==> src/rtl/rotate_pkg.sv <==
// -----------------------------------------------------------------------------
// rotate_pkg
// Shared constants and types for the rotating-square pattern generator.
//   SEG_*      : active-low segment patterns, bit order {dp,g,f,e,d,c,b,a}
//   MODE_*     : encoding of the mode input / registered mode
//   dir_t      : bounce direction (DIR_UP = position increments)
//   pos_width  : width of the position register for a given digit count
// -----------------------------------------------------------------------------
`timescale 1ns/1ps

package rotate_pkg;

  localparam logic [7:0] SEG_UPPER = 8'h9C;  // a,b,f,g lit
  localparam logic [7:0] SEG_LOWER = 8'hA3;  // c,d,e,g lit
  localparam logic [7:0] SEG_BLANK = 8'hFF;  // all off

  localparam logic MODE_ROTATE = 1'b0;
  localparam logic MODE_BOUNCE = 1'b1;

  typedef enum logic {
    DIR_DN = 1'b0,
    DIR_UP = 1'b1
  } dir_t;

  // Positions run 0..2*digits-1 (upper squares, then lower squares).
  function automatic int pos_width(input int digits);
    return $clog2(2 * digits);
  endfunction

endpackage

==> src/rtl/rotate_tick_gen.sv <==
// -----------------------------------------------------------------------------
// rotate_tick_gen
// Step prescaler. Counts 0..(TICK_DIV>>speed)-1 while enabled and emits a
// combinational one-cycle tick on the final count.
// Ports:
//   clk    in   system clock
//   rst_n  in   asynchronous active-low reset
//   en     in   1 = count, 0 = hold count (tick forced low)
//   speed  in   step period = TICK_DIV >> speed clocks
//   tick   out  one-cycle pulse, high while en && count reached limit-1
// -----------------------------------------------------------------------------
`timescale 1ns/1ps

module rotate_tick_gen #(
  parameter int TICK_DIV = 25_000_000
) (
  input  logic       clk,
  input  logic       rst_n,
  input  logic       en,
  input  logic [1:0] speed,
  output logic       tick
);

  localparam int CW = $clog2(TICK_DIV);

  logic [CW-1:0] cnt_reg;
  logic [CW-1:0] cnt_next;
  logic [CW-1:0] limit_m1;

  // TICK_DIV >= 8 guarantees the shifted limit is at least 1.
  always_comb limit_m1 = CW'((TICK_DIV >> speed) - 1);

  // ">=" rather than "==": if speed shortens the period while the count is
  // already past the new terminal value, fire right away and restart.
  assign tick = en && (cnt_reg >= limit_m1);

  always_comb begin
    cnt_next = cnt_reg;
    if (en) begin
      cnt_next = tick ? '0 : cnt_reg + CW'(1);
    end
  end

  always_ff @(posedge clk or negedge rst_n) begin
    if (!rst_n) begin
      cnt_reg <= '0;
    end else begin
      cnt_reg <= cnt_next;
    end
  end

endmodule

==> src/rtl/rotate_sq_gen.sv <==
// -----------------------------------------------------------------------------
// rotate_sq_gen
// Rotating-square pattern generator for a DIGITS-wide seven-segment display.
// Positions 0..DIGITS-1 place an upper square moving left to right, positions
// DIGITS..2*DIGITS-1 a lower square moving right to left. Rotate mode wraps,
// bounce mode ping-pongs between the two ends.
//
// Build option: define ROTATE_STEP_EN to add the `step` input, which single-
// steps the pattern on its rising edge while en=0.
//
// Ports:
//   clk      in   system clock
//   rst_n    in   asynchronous active-low reset
//   en       in   1 = run, 0 = freeze
//   cw       in   rotate direction, 1 = position increments
//   mode     in   0 = rotate (wrap), 1 = bounce
//   speed    in   step period = TICK_DIV >> speed clocks
//   step     in   single-step pulse (ROTATE_STEP_EN only)
//   seg_bus  out  active-low segments, digit i on [8i+7:8i]
//   pos      out  current square position
//   tick     out  one-cycle pulse on each step
// -----------------------------------------------------------------------------
`timescale 1ns/1ps

module rotate_sq_gen
  import rotate_pkg::*;
#(
  parameter int DIGITS   = 6,
  parameter int TICK_DIV = 25_000_000
) (
  input  logic                           clk,
  input  logic                           rst_n,
  input  logic                           en,
  input  logic                           cw,
  input  logic                           mode,
  input  logic [1:0]                     speed,
`ifdef ROTATE_STEP_EN
  input  logic                           step,
`endif
  output logic [8*DIGITS-1:0]            seg_bus,
  output logic [pos_width(DIGITS)-1:0]   pos,
  output logic                           tick
);

  localparam int PW = pos_width(DIGITS);
  localparam int P  = 2 * DIGITS;
  localparam logic [PW-1:0] POS_LAST = PW'(P - 1);
  localparam logic [PW-1:0] POS_PREV = PW'(P - 2);

  logic          gen_tick;
  logic [PW-1:0] pos_reg;
  logic [PW-1:0] pos_next;
  dir_t          dir_reg;
  dir_t          dir_next;
  logic          mode_q_reg;
  logic          mode_entry;

  rotate_tick_gen #(
    .TICK_DIV (TICK_DIV)
  ) u_tick_gen (
    .clk   (clk),
    .rst_n (rst_n),
    .en    (en),
    .speed (speed),
    .tick  (gen_tick)
  );

`ifdef ROTATE_STEP_EN
  // Manual stepping: rising edge of step while frozen produces a registered
  // tick one cycle later, which then drives the normal step update.
  logic step_q_reg;
  logic step_tick_reg;
  logic step_rise;

  assign step_rise = step && !step_q_reg && !en;

  always_ff @(posedge clk or negedge rst_n) begin
    if (!rst_n) begin
      step_q_reg    <= 1'b0;
      step_tick_reg <= 1'b0;
    end else begin
      step_q_reg    <= step;
      step_tick_reg <= step_rise;
    end
  end

  assign tick = gen_tick || step_tick_reg;
`else
  assign tick = gen_tick;
`endif

  // mode_q is registered unconditionally so mode changes land even when frozen.
  assign mode_entry = (mode == MODE_BOUNCE) && (mode_q_reg == MODE_ROTATE);

  always_comb begin
    pos_next = pos_reg;
    dir_next = dir_reg;

    // Entering bounce: seed the direction from cw, keep the position.
    if (mode_entry) begin
      dir_next = cw ? DIR_UP : DIR_DN;
    end

    if (tick) begin
      if (mode_q_reg == MODE_ROTATE) begin
        if (cw) begin
          pos_next = (pos_reg == POS_LAST) ? '0 : pos_reg + PW'(1);
        end else begin
          pos_next = (pos_reg == '0) ? POS_LAST : pos_reg - PW'(1);
        end
      end else begin
        // Bounce: turning around also moves one step, so the end position
        // is shown for exactly one step period.
        if (dir_reg == DIR_UP) begin
          if (pos_reg == POS_LAST) begin
            dir_next = DIR_DN;
            pos_next = POS_PREV;
          end else begin
            pos_next = pos_reg + PW'(1);
          end
        end else begin
          if (pos_reg == '0) begin
            dir_next = DIR_UP;
            pos_next = PW'(1);
          end else begin
            pos_next = pos_reg - PW'(1);
          end
        end
      end
    end
  end

  always_ff @(posedge clk or negedge rst_n) begin
    if (!rst_n) begin
      pos_reg    <= '0;
      dir_reg    <= DIR_UP;
      mode_q_reg <= MODE_ROTATE;
    end else begin
      pos_reg    <= pos_next;
      dir_reg    <= dir_next;
      mode_q_reg <= mode;
    end
  end

  assign pos = pos_reg;

  // Each digit owns one upper and one lower position.
  generate
    for (genvar gi = 0; gi < DIGITS; gi++) begin : g_digit
      assign seg_bus[8*gi +: 8] =
        (pos_reg == PW'(DIGITS - 1 - gi)) ? SEG_UPPER :
        (pos_reg == PW'(DIGITS + gi))     ? SEG_LOWER :
                                            SEG_BLANK;
    end
  endgenerate

endmodule

==> config.mk <==
export PLATFORM = sky130hd
export DESIGN_NAME = rotate_sq_gen
export DESIGN_NICKNAME = d
export VERILOG_FILES = /design/src/rtl/rotate_pkg.sv /design/src/rtl/rotate_tick_gen.sv /design/src/rtl/rotate_sq_gen.sv
export SDC_FILE = /design/constraint.sdc
export NUM_CORES = 1
export LEC_CHECK = 0
export ABC_CLOCK_PERIOD_IN_PS = 2340
export BUFFER_PORTS_ARGS = -buffer_cell sky130_fd_sc_hd__buf_2
export CAP_MARGIN = 20
export CORE_ASPECT_RATIO = 1.2
export CORE_MARGIN = 3
export CORE_UTILIZATION = 50
export DETAILED_ROUTE_END_ITERATION = 7
export PLACE_DENSITY = 0.8
export SLEW_MARGIN = 15
export SYNTH_ARGS = -nofsm -noshare
export SYNTH_HDL_FRONTEND = slang
export SYNTH_SLANG_ARGS = --single-unit
==> constraint.sdc <==
create_clock -name clk -period 2.34 [get_ports clk]
set_clock_uncertainty 0.05 [all_clocks]
set_input_delay 0.234 -clock clk [delete_from_list [all_inputs] [get_ports clk]]
set_output_delay 0.234 -clock clk [all_outputs]
set_load 0.005 [all_outputs]
==> impl_results.md <==
- Status: finished with violations
- Failing checks: setup timing
- Top_reg_cell synth: dfrtp_1
- Switching portion of total power: 31.3%
- GP Congestion: 0.894
- RSZ-0062 raised after global routing: yes
- Clock sinks: 31
- Largest net degree at the start of global routing: 32
- Post-Route WL: 6.83 mm
- FFs w/ async S/R, synth: 100%
- Latest clock arrival within the worst-skew pair: 280 ps
- Via count: 2436
- Ratio of cells with drive above 1 in the final layout: 38.5%
- DR iter-0 viols: 143
- Boundary Pins: 60
- Final period demand of the worst path: 2510 ps
- Inst Count DP: 424
- Num rows: 29
- Setup WS post-layout: -175 ps
- Reg2reg end: u_tick_gen.cnt_reg[3]
- Cell variety after synth: 61
- Sequential share of the synthesized area: 28.1%
- Num CTS Buffers: 5
- Post-route ant nets: 0
- R2R cell count: 10
- Drt wl/cell: 15.7 um
- Vias in the first global route: 2334
- Diode count: 0
- Number of synthesized flops with an enable pin: 0
- Hold Startpoint: mode
- Hold Path Cell Cnt: 1
- Reg power frac: 45.4%
- Peak VDD IR: 0.000262 V
- Leading area contributor after synthesis: dfrtp_1
- Non-filler cells, final: 436
- Achievable frequency: 0.398 GHz
- Slew at the pin closest to its max-slew limit: 697 ps
- Ys Warns: 0
- Clk pwr share: 28.4%
- Total gr overflow: 0
- Most frequent cells in the layout: buf_2 (53), buf_4 (32), dfrtp_1 (30)
- CTS root buffer: clkbuf_8
- Net Switching: 442 uW
- H-tree levels: 2
- CP Launch Type: register
- Total Routing Usage GR: 21.9%
- Clock transition at path regs: 60 ps
- NumNets Final: 405
- Slew Viols, Final: 0
- Clock tree buffer depth: 2
- Initial Util: 51.9%
- Post-Synthesis Cells: 305
- Cell area power density: 427 nW/um2
- Height of the die: 87.5 um
- R2r setup slk: -120 ps
- Mapped cell area: 2770 um2
- First-pass GRT wire length: 11.0 mm
- Leak pwr: 1.55 nW
- Top cell type's share of synthesized area: 27.1%
- CP required: 2060 ps
- CTS tree: built
- Worst hold path type: input pin to register
- Data arrival, critical path: 2230 ps
- CP max FO: 3
- Internal Power: 972 uW
- Comb power frac: 26.2%
- HPWL Detailed: 5.13 mm
- CP Class: register to primary output
- Reg2reg start: u_tick_gen.cnt_reg[8]
- Area Growth Syn to Fin: 19.8%
- CP endpoint kind: primary output
- Post-route DRC: 0
- Total power: 1.41 mW
- Die ar.: 6470 um2
- Largest cells by area after synthesis: dfrtp_1 (27%), ha_1 (11%), buf_4 (8.1%)
- Final period util: 107%
- Final hold vios: 0
- Initial antenna violation count: 0
- Number of flip-flops in the largest register: 25
- Via density: 5.59
- Drt pass-1 iters: 4
- Commonest non-fill, non-tap cell in the layout: buf_2
- Mean area per synthesized cell: 9.07 um2
- Core area: 5330 um2
- Maxcap violations: 0
- Yosys reg bits: 31
- Slew Limit Headroom: 53.6%
- Hold Path End: mode_q_reg
- Die width: 73.9 um
- Final setup fails: 8
- I/O Buffers: 53
what timing repair did:
item,in CTS,in global routing
hold buffers,1,0
resized for setup,2,7
endpoints found under the setup margin,1,26
setup buffers,1,2
hold endpoints to repair,30,0
pin swaps,4,2
per-layer routing:
layer | routed length [um] | vias up | GRT usage [%]
li1 | - | 1171 | -
met1 | 2610 | 1152 | 25.0
met2 | 3610 | 92 | 40.2
met3 | 412 | 21 | 4.16
met4 | 199 | 0 | 6.92
met5 | 0 | - | 0
area by class of cell:
cell class	count	area [um2]
well taps	62	77.6
multi-input cells	230	1770
flip-flops and latches	31	777
clock inverters	1	5.00
repair buffers	88	538
fillers	465	2020
clock buffers	7	76.3
inverters	17	66.3
through the flow:
step	setup WS [ps]	TNS, ps	cell area (um2)	hold WS (ps)	utilization, %
after floorplan	7.19	0	2810	-112	-
after global placement	-148	-3140	3130	266	58.8
after detailed placement	-239	-5210	3130	272	58.8
after CTS	-94.4	-94.4	3250	10.1	60.9
after global routing	-322	-4310	3310	4.29	62.1
final	-175	-435	3310	17.0	62.1
worst max-delay path: stages (launching register included):
cell	delay (ps)
dfrtp_1	420
ha_1	320
buf_4	120
nand4_1	100
nor3_1	290
buf_4	190
o2111ai_4	140
a31oi_4	210
buf_2	160
power groups by stage:
stage	combinational, mW	sequential [mW]	clock (mW)
after detailed placement	0.340	0.641	0
after CTS	0.351	0.635	0.413
after floorplan	0.197	0.635	0
final	0.370	0.642	0.402
after global routing	0.412	0.645	0.431
after global placement	0.328	0.639	0
cell families (layout without fill, tap and decap cells):
group	after synthesis	count (layout)	synth area share [%]
and+or+nand+nor	120	120	23.8
other	2	9	0.271
DFF	31	31	28.1
xor gates and xnor gates	22	22	6.96
adders and majority gates	25	25	11.3
AOI/OAI and AO/OA	50	50	16.3
buffers and inverters	51	113	11.6
muxes	4	4	1.67
worst max path at each step:
stage                          startpoint                     end
detailed placement               speed[1]  u_tick_gen.cnt_reg[13]
CTS                 u_tick_gen.cnt_reg[3]                    tick
finish              u_tick_gen.cnt_reg[8]                    tick
floorplan                        speed[0]                  pos[1]
global placement                 speed[1]  u_tick_gen.cnt_reg[22]
global route                     speed[1]                    tick
synthesized netlist by cell type (3+ instances only):
library cell and n:
buf_4 30, dfrtp_1 30, nand2_1 29, ha_1 25, nor2_2 19, inv_1 16, nor2_1 15, nand3_1 14
nand4_1 12, xor2_1 12, xnor2_1 10, o21ai_0 8, a21oi_1 7, and3_1 7, a31oi_1 4, and2_1 4
nor2b_1 4, a21o_1 3, nor3_1 3, o2bb2ai_1 3
No activity file was read; power rests on OpenSTA's default activity.
